`src/rtl/clock_pkg.sv`:
```
// Shared types, field limits and wrap/format helpers for the time-of-day clock.
package clock_pkg;

  typedef enum logic [1:0] {
    CUR_SEC = 2'd0,
    CUR_MIN = 2'd1,
    CUR_HR  = 2'd2
  } cursor_e;

  localparam logic [5:0] SEC_MAX = 6'd59;
  localparam logic [5:0] MIN_MAX = 6'd59;
  localparam logic [4:0] HR_MAX  = 5'd23;

  function automatic logic [5:0] inc_wrap(input logic [5:0] v, input logic [5:0] max);
    return (v == max) ? 6'd0 : v + 6'd1;
  endfunction

  function automatic logic [5:0] dec_wrap(input logic [5:0] v, input logic [5:0] max);
    return (v == 6'd0) ? max : v - 6'd1;
  endfunction

  // 0 maps to 12, afternoon hours fold down by 12.
  function automatic logic [4:0] to_12h(input logic [4:0] h24);
    if (h24 == 5'd0)       return 5'd12;
    else if (h24 > 5'd12)  return h24 - 5'd12;
    else                   return h24;
  endfunction

endpackage

```
`src/rtl/clock_btn_edge.sv`:
```
// Rising-edge detector for one level button; emits a single-cycle event per press.
module clock_btn_edge (
  input  logic clk,
  input  logic rstn,
  input  logic i_btn,
  output logic o_evt
);

  logic prev_q;
  logic prev_d;

  always_comb begin
    prev_d = i_btn;
  end

  always_ff @(posedge clk) begin
    if (!rstn) prev_q <= 1'b0;
    else       prev_q <= prev_d;
  end

  assign o_evt = rstn & i_btn & ~prev_q;

endmodule

```
`src/rtl/clock_top.sv`:
```
// Settable hh:mm:ss clock with run/set modes, field cursor editing and 12h/24h display.
module clock_top
  import clock_pkg::*;
#(
  parameter int CLK_PER_SEC = 100
) (
  input  logic       i_clk,
  input  logic       i_rstn,
  input  logic       i_up,
  input  logic       i_down,
  input  logic       i_left,
  input  logic       i_right,
  input  logic       i_mode,
  input  logic       i_set,
  output logic [5:0] o_sec,
  output logic [5:0] o_min,
  output logic [4:0] o_hr
);

  localparam int PW = (CLK_PER_SEC > 1) ? $clog2(CLK_PER_SEC) : 1;
  localparam logic [PW-1:0] PRESC_LAST = PW'(CLK_PER_SEC - 1);

  logic up_evt, down_evt, left_evt, right_evt, mode_evt;

  clock_btn_edge u_up    (.clk(i_clk), .rstn(i_rstn), .i_btn(i_up),    .o_evt(up_evt));
  clock_btn_edge u_down  (.clk(i_clk), .rstn(i_rstn), .i_btn(i_down),  .o_evt(down_evt));
  clock_btn_edge u_left  (.clk(i_clk), .rstn(i_rstn), .i_btn(i_left),  .o_evt(left_evt));
  clock_btn_edge u_right (.clk(i_clk), .rstn(i_rstn), .i_btn(i_right), .o_evt(right_evt));
  clock_btn_edge u_mode  (.clk(i_clk), .rstn(i_rstn), .i_btn(i_mode),  .o_evt(mode_evt));

  logic [5:0]    sec_q, sec_d;
  logic [5:0]    min_q, min_d;
  logic [4:0]    hr_q, hr_d;
  logic [PW-1:0] presc_q, presc_d;
  cursor_e       cursor_q, cursor_d;
  logic          fmt12_q, fmt12_d;
  logic          tick;

  assign tick = ~i_set && (presc_q == PRESC_LAST);

  always_comb begin
    sec_d    = sec_q;
    min_d    = min_q;
    hr_d     = hr_q;
    presc_d  = presc_q;
    cursor_d = cursor_q;
    fmt12_d  = fmt12_q;

    if (mode_evt) fmt12_d = ~fmt12_q;

    if (i_set) begin
      presc_d = '0;
      // Edits target the cursor as it stood at the start of the cycle; up beats down.
      if (up_evt || down_evt) begin
        unique case (cursor_q)
          CUR_SEC: sec_d = up_evt ? inc_wrap(sec_q, SEC_MAX) : dec_wrap(sec_q, SEC_MAX);
          CUR_MIN: min_d = up_evt ? inc_wrap(min_q, MIN_MAX) : dec_wrap(min_q, MIN_MAX);
          CUR_HR:  hr_d  = up_evt ? 5'(inc_wrap({1'b0, hr_q}, {1'b0, HR_MAX}))
                                  : 5'(dec_wrap({1'b0, hr_q}, {1'b0, HR_MAX}));
          default: ;
        endcase
      end
      if (left_evt) begin
        unique case (cursor_q)
          CUR_SEC: cursor_d = CUR_MIN;
          CUR_MIN: cursor_d = CUR_HR;
          default: cursor_d = CUR_SEC;
        endcase
      end else if (right_evt) begin
        unique case (cursor_q)
          CUR_SEC: cursor_d = CUR_HR;
          CUR_HR:  cursor_d = CUR_MIN;
          default: cursor_d = CUR_SEC;
        endcase
      end
    end else if (tick) begin
      presc_d = '0;
      if (sec_q == SEC_MAX) begin
        sec_d = 6'd0;
        if (min_q == MIN_MAX) begin
          min_d = 6'd0;
          hr_d  = (hr_q == HR_MAX) ? 5'd0 : hr_q + 5'd1;
        end else begin
          min_d = min_q + 6'd1;
        end
      end else begin
        sec_d = sec_q + 6'd1;
      end
    end else begin
      presc_d = presc_q + PW'(1);
    end
  end

  always_ff @(posedge i_clk) begin
    if (!i_rstn) begin
      sec_q    <= 6'd0;
      min_q    <= 6'd0;
      hr_q     <= 5'd0;
      presc_q  <= '0;
      cursor_q <= CUR_SEC;
      fmt12_q  <= 1'b0;
    end else begin
      sec_q    <= sec_d;
      min_q    <= min_d;
      hr_q     <= hr_d;
      presc_q  <= presc_d;
      cursor_q <= cursor_d;
      fmt12_q  <= fmt12_d;
    end
  end

  assign o_sec = sec_q;
  assign o_min = min_q;
  assign o_hr  = fmt12_q ? to_12h(hr_q) : hr_q;

endmodule

```
`config.mk`:
```
export PLATFORM = sky130hd
export DESIGN_NAME = clock_top
export DESIGN_NICKNAME = d
export VERILOG_FILES = /design/src/rtl/clock_pkg.sv /design/src/rtl/clock_btn_edge.sv /design/src/rtl/clock_top.sv
export SDC_FILE = /design/constraint.sdc
export NUM_CORES = 1
export LEC_CHECK = 0
export CAP_MARGIN = 15
export CORE_MARGIN = 3
export CORE_UTILIZATION = 60
export CTS_BUF_LIST = sky130_fd_sc_hd__clkbuf_16
export DETAILED_ROUTE_END_ITERATION = 10
export PLACE_DENSITY = 0.88
export SETUP_SLACK_MARGIN = 0.2
export SLEW_MARGIN = 20
export SYNTH_ARGS = -nofsm -noshare
export SYNTH_HDL_FRONTEND = slang
export SYNTH_SLANG_ARGS = --single-unit
export TNS_END_PERCENT = 1
```
`constraint.sdc`:
```
create_clock -name i_clk -period 3.2 [get_ports i_clk]
set_clock_uncertainty 0.2 [all_clocks]
set_input_delay 0.64 -clock i_clk [delete_from_list [all_inputs] [get_ports i_clk]]
set_output_delay 0.64 -clock i_clk [all_outputs]
set_load 0.005 [all_outputs]
```
==> reports/results.tsv, run 1 <==
metric	value	unit
track_usage	25.0	%
portBuffers	24	
maxCapViolations	0	
worstSetupPathType	flop to primary output	
critPathArrivalTime	2.04	ns
rows	21	
n_antenna_cell	0	
finalHoldViolations	0	
clkTransAtPathRegs	0.05	ns
synth_compound_area_share	24.3	%
maxSlewViolCount	0	
ys_seq_area_share	29.8	%
die_w	65.9	um
nets	304	
hold_path_class	flop to flop	
avgSynthCellArea	8.18	sq um
period_share	89.9	%
die_y	65.9	um
synth_area_leaders	dfxtp_1 (30%), ha_1 (7.6%), o21ai_0 (4.4%), a21oi_1 (4.2%), xnor2_1 (4.1%)	
num_vias	2041	
finalSetupViolCount	0	
ys_warn_count	0	
sequentialPowerShare	42.7	%
drive_gt1_share	10.6	%
peakVddDrop	0.366	mV
num-fill-cells	267	
r2r_start	o_min[0]	
yosys.area_share.simple	25.5	%
wl	4960	um
fin_crit	2.88	ns
status	complete, no violations	
crit_fanout	6	
yosysUniqueCellTypes	57	
fin_cells	330	
synth_enable_flop_cells	0	
fmaxAchievable	348	MHz
min_from	presc_q[0]	
synth_area_leader_cell	dfxtp_1	
clock_path_buffers	2	
postCtsSetupBuffers	0	
initial_core_util	63.5	%
grt_max_degree	21	
switchingPower	0.000246	W
worst_pin_slew	0.639	ns
crit_path_start	hr_q[0]	
synthAdderAreaFrac	7.56	%
dp_cells	322	
h-tree-depth	2	
cts_buffers	5	
setup_tns	0	ns
cts-root-buf	clkbuf_16	
cts_sinks	32	
swShare	24.5	%
design.portCount	25	
tritoncts	built	
syn2layout_area_growth	17.0	%
end_kind	primary output	
mostFrequentLayoutCells	dfxtp_1 (31), clkdlybuf4s50_1 (24), nand2_1 (23)	
wl_per_cell	15.0	um
syn-cell-area	2150	sq um
antenna_left	0	
synthFlopType	dfxtp_1	
pwr-share-comb	13.4	%
core_area	3390	sq um
clk-insertion-delay-late	0.27	ns
rsz0062_at_grt	false	
dp_hpwl	3260	um
intPower	0.000757	W
slew_headroom	57.4	%
dr.pass1.iters	5	
start_kind	flop	
gr-total-overflow	0	
synth_top_area_share	29.8	%
powerDensity	399	nW/um^2
synthXorXnorAreaFrac	4.89	%
grt_antenna_before_repair	0	
leakage	0.941	nW
gp_congestion	0.901	
r2r_slack	0.88	ns
async_flop_share	0	%
ys_ff_latch	32	
grt_first_pass_wirelength	8450	um
synthCells	263	
synth_mux_area_share	0.465	%
fin_util	74.2	%
vias_per_cell	6.18	
drt_iter0_markers	300	
clock_power_share	43.9	%
syn_nets	284	
post-route-drc-count	0	
final_common_cell	dfxtp_1	
synth_top_family_by_area	simple AND/OR/NAND/NOR gates	
die_area	4340	sq um
cp.required	2.36	ns
grt_pass1_vias	1853	
==> layer usage <==
metal	global-route usage, %	part of all wire, %	up-vias
met5	0	0	-
met4	13.0	2.3	0
met3	4.76	6.0	15
met2	40.7	48	88
met1	31.2	43	939
li1	-	-	999
==> cells by family after synthesis <==
kind of cell,count (synthesis)
AO/OA/AOI/OAI,76
adder cells (fa/ha/maj),13
XOR/XNOR,12
buffers and inverters,30
flip-flops,32
multiplexers,1
AND/OR/NAND/NOR,99
==> flip-flops by register name, indices dropped and copies added, names as in the netlist <==
signal	count
presc_q	7
o_min	6
o_sec	6
hr_q	5
cursor_q	2
fmt12_q	1
u_down.prev_q	1
u_left.prev_q	1
u_mode.prev_q	1
u_right.prev_q	1
u_up.prev_q	1
==> path summary, 6_finish.rpt <==
check	to	cells past startpoint
setup / recovery	o_hr[3]	7
hold / removal	presc_q[0]	1
setup reg to reg	hr_q[4]	5
hold reg to reg	presc_q[0]	1
==> synthesized netlist by cell type (5+ instances only) <==
master,count
and2_1,8
dfxtp_1,32
a211oi_1,5
ha_1,13
a21oi_1,18
xnor2_1,10
nor2_1,19
nand3_1,16
nand2_1,23
clkbuf_1,5
inv_1,14
buf_2,6
o21ai_0,19
and3_1,5
==> stage by stage <==
stage	hold WS [ns]	worst slack, ns	total power [W]	instance area, sq um
after floorplan	0.213	0.934	0.000529	2150
after global placement	0.227	0.463	0.000565	2380
after detailed placement	0.237	0.419	0.000567	2380
after CTS	0.248	0.238	0.00101	2510
after global routing	0.267	0.208	0.00105	2520
final	0.252	0.322	0.00100	2520
==> worst max-delay path, stage by stage, from the launching register on <==
cell and delay [ns]:
dfxtp_1 0.36, inv_1 0.12, ha_1 0.22, a21oi_1 0.08, o21ai_0 0.25, nor2_1 0.07
o21ai_0 0.15, clkdlybuf4s50_1 0.51
==> final cells by class <==
| class | count | area, sq um | share of cell area, % |
|---|---|---|---|
| Timing Repair Buffer | 29 | 278 | 11.0 |
| Multi-Input combinational cell | 201 | 1350 | 53.7 |
| Clock inverter | 3 | 11.3 | 0.448 |
| Tap cell | 46 | 57.6 | 2.29 |
| Sequential cell | 32 | 642 | 25.5 |
| Clock buffer | 5 | 125 | 4.97 |
| Inverter | 14 | 52.6 | 2.09 |
==> power groups by stage <==
| stage | Sequential (W) | Combinational [W] | Clock [W] |
|---|---|---|---|
| 5_1_grt | 0.000430 | 0.000151 | 0.000467 |
| 3_3_place_gp | 0.000435 | 0.000130 | 0 |
| 4_1_cts | 0.000428 | 0.000134 | 0.000445 |
| 3_5_place_dp | 0.000435 | 0.000132 | 0 |
| 2_1_floorplan | 0.000428 | 0.000101 | 0 |
| 6_report | 0.000428 | 0.000135 | 0.000440 |
==> timing repair <==
action,4_1_cts,5_1_grt
resized for setup,0,2
hold buffers,0,0
setup endpoints to repair,0,4
Note: power is estimated with default switching activity, not from simulation.
==> inputs of run 2 (changes only) <==
Settings changed: ABC_CLOCK_PERIOD_IN_PS from default to 3200.
==> results of run 2 <==
Same layout as run 1: the final DEF is identical, and so are final timing and power.
==> inputs of run 3 (changes only) <==
Settings changed: GPL_TIMING_DRIVEN from default to 0.
==> reports/results.tsv, run 3 (synthesis gave the netlist of run 1 again) <==
metric	value	unit	change
clkTransAtPathRegs	0.05	ns	about the same
crit_path_start	hr_q[0]		
nets	313		+3.0%
cp.required	2.36	ns	about the same
setup_tns	0	ns	unchanged
vias_per_cell	6.13		-0.94%
maxCapViolations	0		unchanged
regMostFlops	presc_q		
num-fill-cells	233		-13%
grt_max_degree	11		-48%
start_kind	flop		
cts_buffers	5		unchanged
fin_util	75.8	%	+1.6 points
mostFrequentLayoutCells	dfxtp_1 (31), nand2_1 (23), clkdlybuf4s50_1 (22)		
finalSetupViolCount	0		unchanged
fin_crit	2.92	ns	+0.0472 ns
initial_core_util	63.5	%	unchanged
rsz0062_at_grt	true		
dr.pass1.iters	4		-1
powerDensity	399	nW/um^2	+0.15%
cts_sinks	32		unchanged
crit_fanout	6		unchanged
endpoint	o_hr[3]		
gr-total-overflow	0		unchanged
antenna_left	0		unchanged
slew_headroom	57.3	%	-0.13 points
finalHoldWorstSlack	0.239	ns	-0.0135 ns
clk-insertion-delay-late	0.28	ns	about the same
r2r_slack	0.95	ns	+0.07 ns
post-route-drc-count	0		unchanged
finalHoldViolations	0		unchanged
gp_congestion	0.917		+1.7%
critPathArrivalTime	2.08	ns	+0.04 ns
largest_reg_flops	7		unchanged
rr_worst_depth	7		+2
holdPathStages	1		unchanged
rows	21		unchanged
wl_per_cell	14.4	um	-4.4%
postCtsSetupBuffers	0		unchanged
die_w	65.9	um	unchanged
fmaxAchievable	342	MHz	-1.6%
grt_antenna_before_repair	0		unchanged
peakVddDrop	0.315	mV	-14%
final_common_cell	dfxtp_1		
grt_pass1_vias	1930		+4.2%
r2r_start	presc_q[0]		
cts-root-buf	clkbuf_16		
syn2layout_area_growth	19.4	%	
wl	4870	um	-1.8%
dp_hpwl	3420	um	+4.9%
hold_path_class	flop to flop		
status	complete, no violations		
num_vias	2077		+1.8%
worst_pin_slew	0.637	ns	-0.00189 ns
end_kind	primary output		
die_y	65.9	um	unchanged
h-tree-depth	2		unchanged
design.portCount	25		unchanged
die_area	4340	sq um	unchanged
track_usage	24.9	%	-0.098 points
core_area	3390	sq um	unchanged
leakage	0.981	nW	+4.2%
fin_ws	0.275	ns	-0.0472 ns
period_share	91.4	%	+1.5 points
worstSetupPathType	flop to primary output		
tritoncts	built		
portBuffers	22		-8.3%
clock_path_buffers	2		unchanged
drive_gt1_share	12.6	%	+2.1 points
maxSlewViolCount	0		unchanged
grt_first_pass_wirelength	8540	um	+1.1%
timing.rr.end	o_min[3]		
drt_iter0_markers	241		-20%
dp_worst_setup_slack	0.346	ns	-0.0734 ns
n_antenna_cell	0		unchanged
[run 3: cell count changes in the layout (fill, tap and decap cells not counted), moves of 2 or more]
cell	delta
clkinv_2	+2
clkdlybuf4s50_1	-2
clkbuf_1	+5
inv_1	-2
buf_2	+6
buf_4	-4
clkbuf_2	+2
[run 3: worst min-delay path by stage]
stage                    start         end  slack (ns)
global placement    presc_q[0]  presc_q[0]        0.23
CTS                 presc_q[0]  presc_q[0]        0.25
detailed placement  presc_q[0]  presc_q[0]        0.24
finish              presc_q[0]  presc_q[0]        0.24
global route        presc_q[0]  presc_q[0]        0.26
floorplan           presc_q[0]  presc_q[0]        0.21
[run 3: metrics by stage]
step                      std cells  area (sq um)  power, W
final                           339          2570   0.00103
after global routing            339          2570   0.00107
after CTS                       339          2570   0.00103
after detailed placement        331          2430  0.000577
after global placement          331          2430  0.000572
after floorplan                 263          2150  0.000529
[run 3: what timing repair did]
action	4_1_cts	5_1_grt
gates resized for setup	0	2
endpoints found under the setup margin	0	5
hold buffers	0	0
[run 3: layer usage]
metal	GRT usage (%)	up-vias	share of wire (%)
met4	8.29	0	1.6
met1	30.1	964	45
li1	-	1023	-
met2	42.3	78	48
met5	0	-	0
met3	6.97	12	5.5
[run 3: power breakdown]
group          switching [W]  internal [W]  total, W
sequential         0.0000108      0.000411  0.000422
combinational      0.0000794     0.0000710  0.000150
clock               0.000171      0.000282  0.000453
total               0.000261      0.000764   0.00103
[run 3: worst max-delay path, cell delays in order (launching register included)]
cell and delay [ns]:
dfxtp_1 0.36, inv_1 0.12, ha_1 0.22, and3_1 0.17, clkbuf_1 0.23, nand2_1 0.11
o21ai_0 0.09, clkdlybuf4s50_1 0.52
[run 3: final cells by class]
cell class | count | area [sq um] | area share (%)
multi-input cells | 201 | 1350 | 52.5
flip-flops and latches | 32 | 642 | 25.0
repair buffers | 22 | 220 | 8.57
clock buffers | 5 | 125 | 4.87
plain buffers | 16 | 110 | 4.29
well taps | 46 | 57.6 | 2.24
inverters | 14 | 52.6 | 2.05
clock inverters | 3 | 13.8 | 0.536
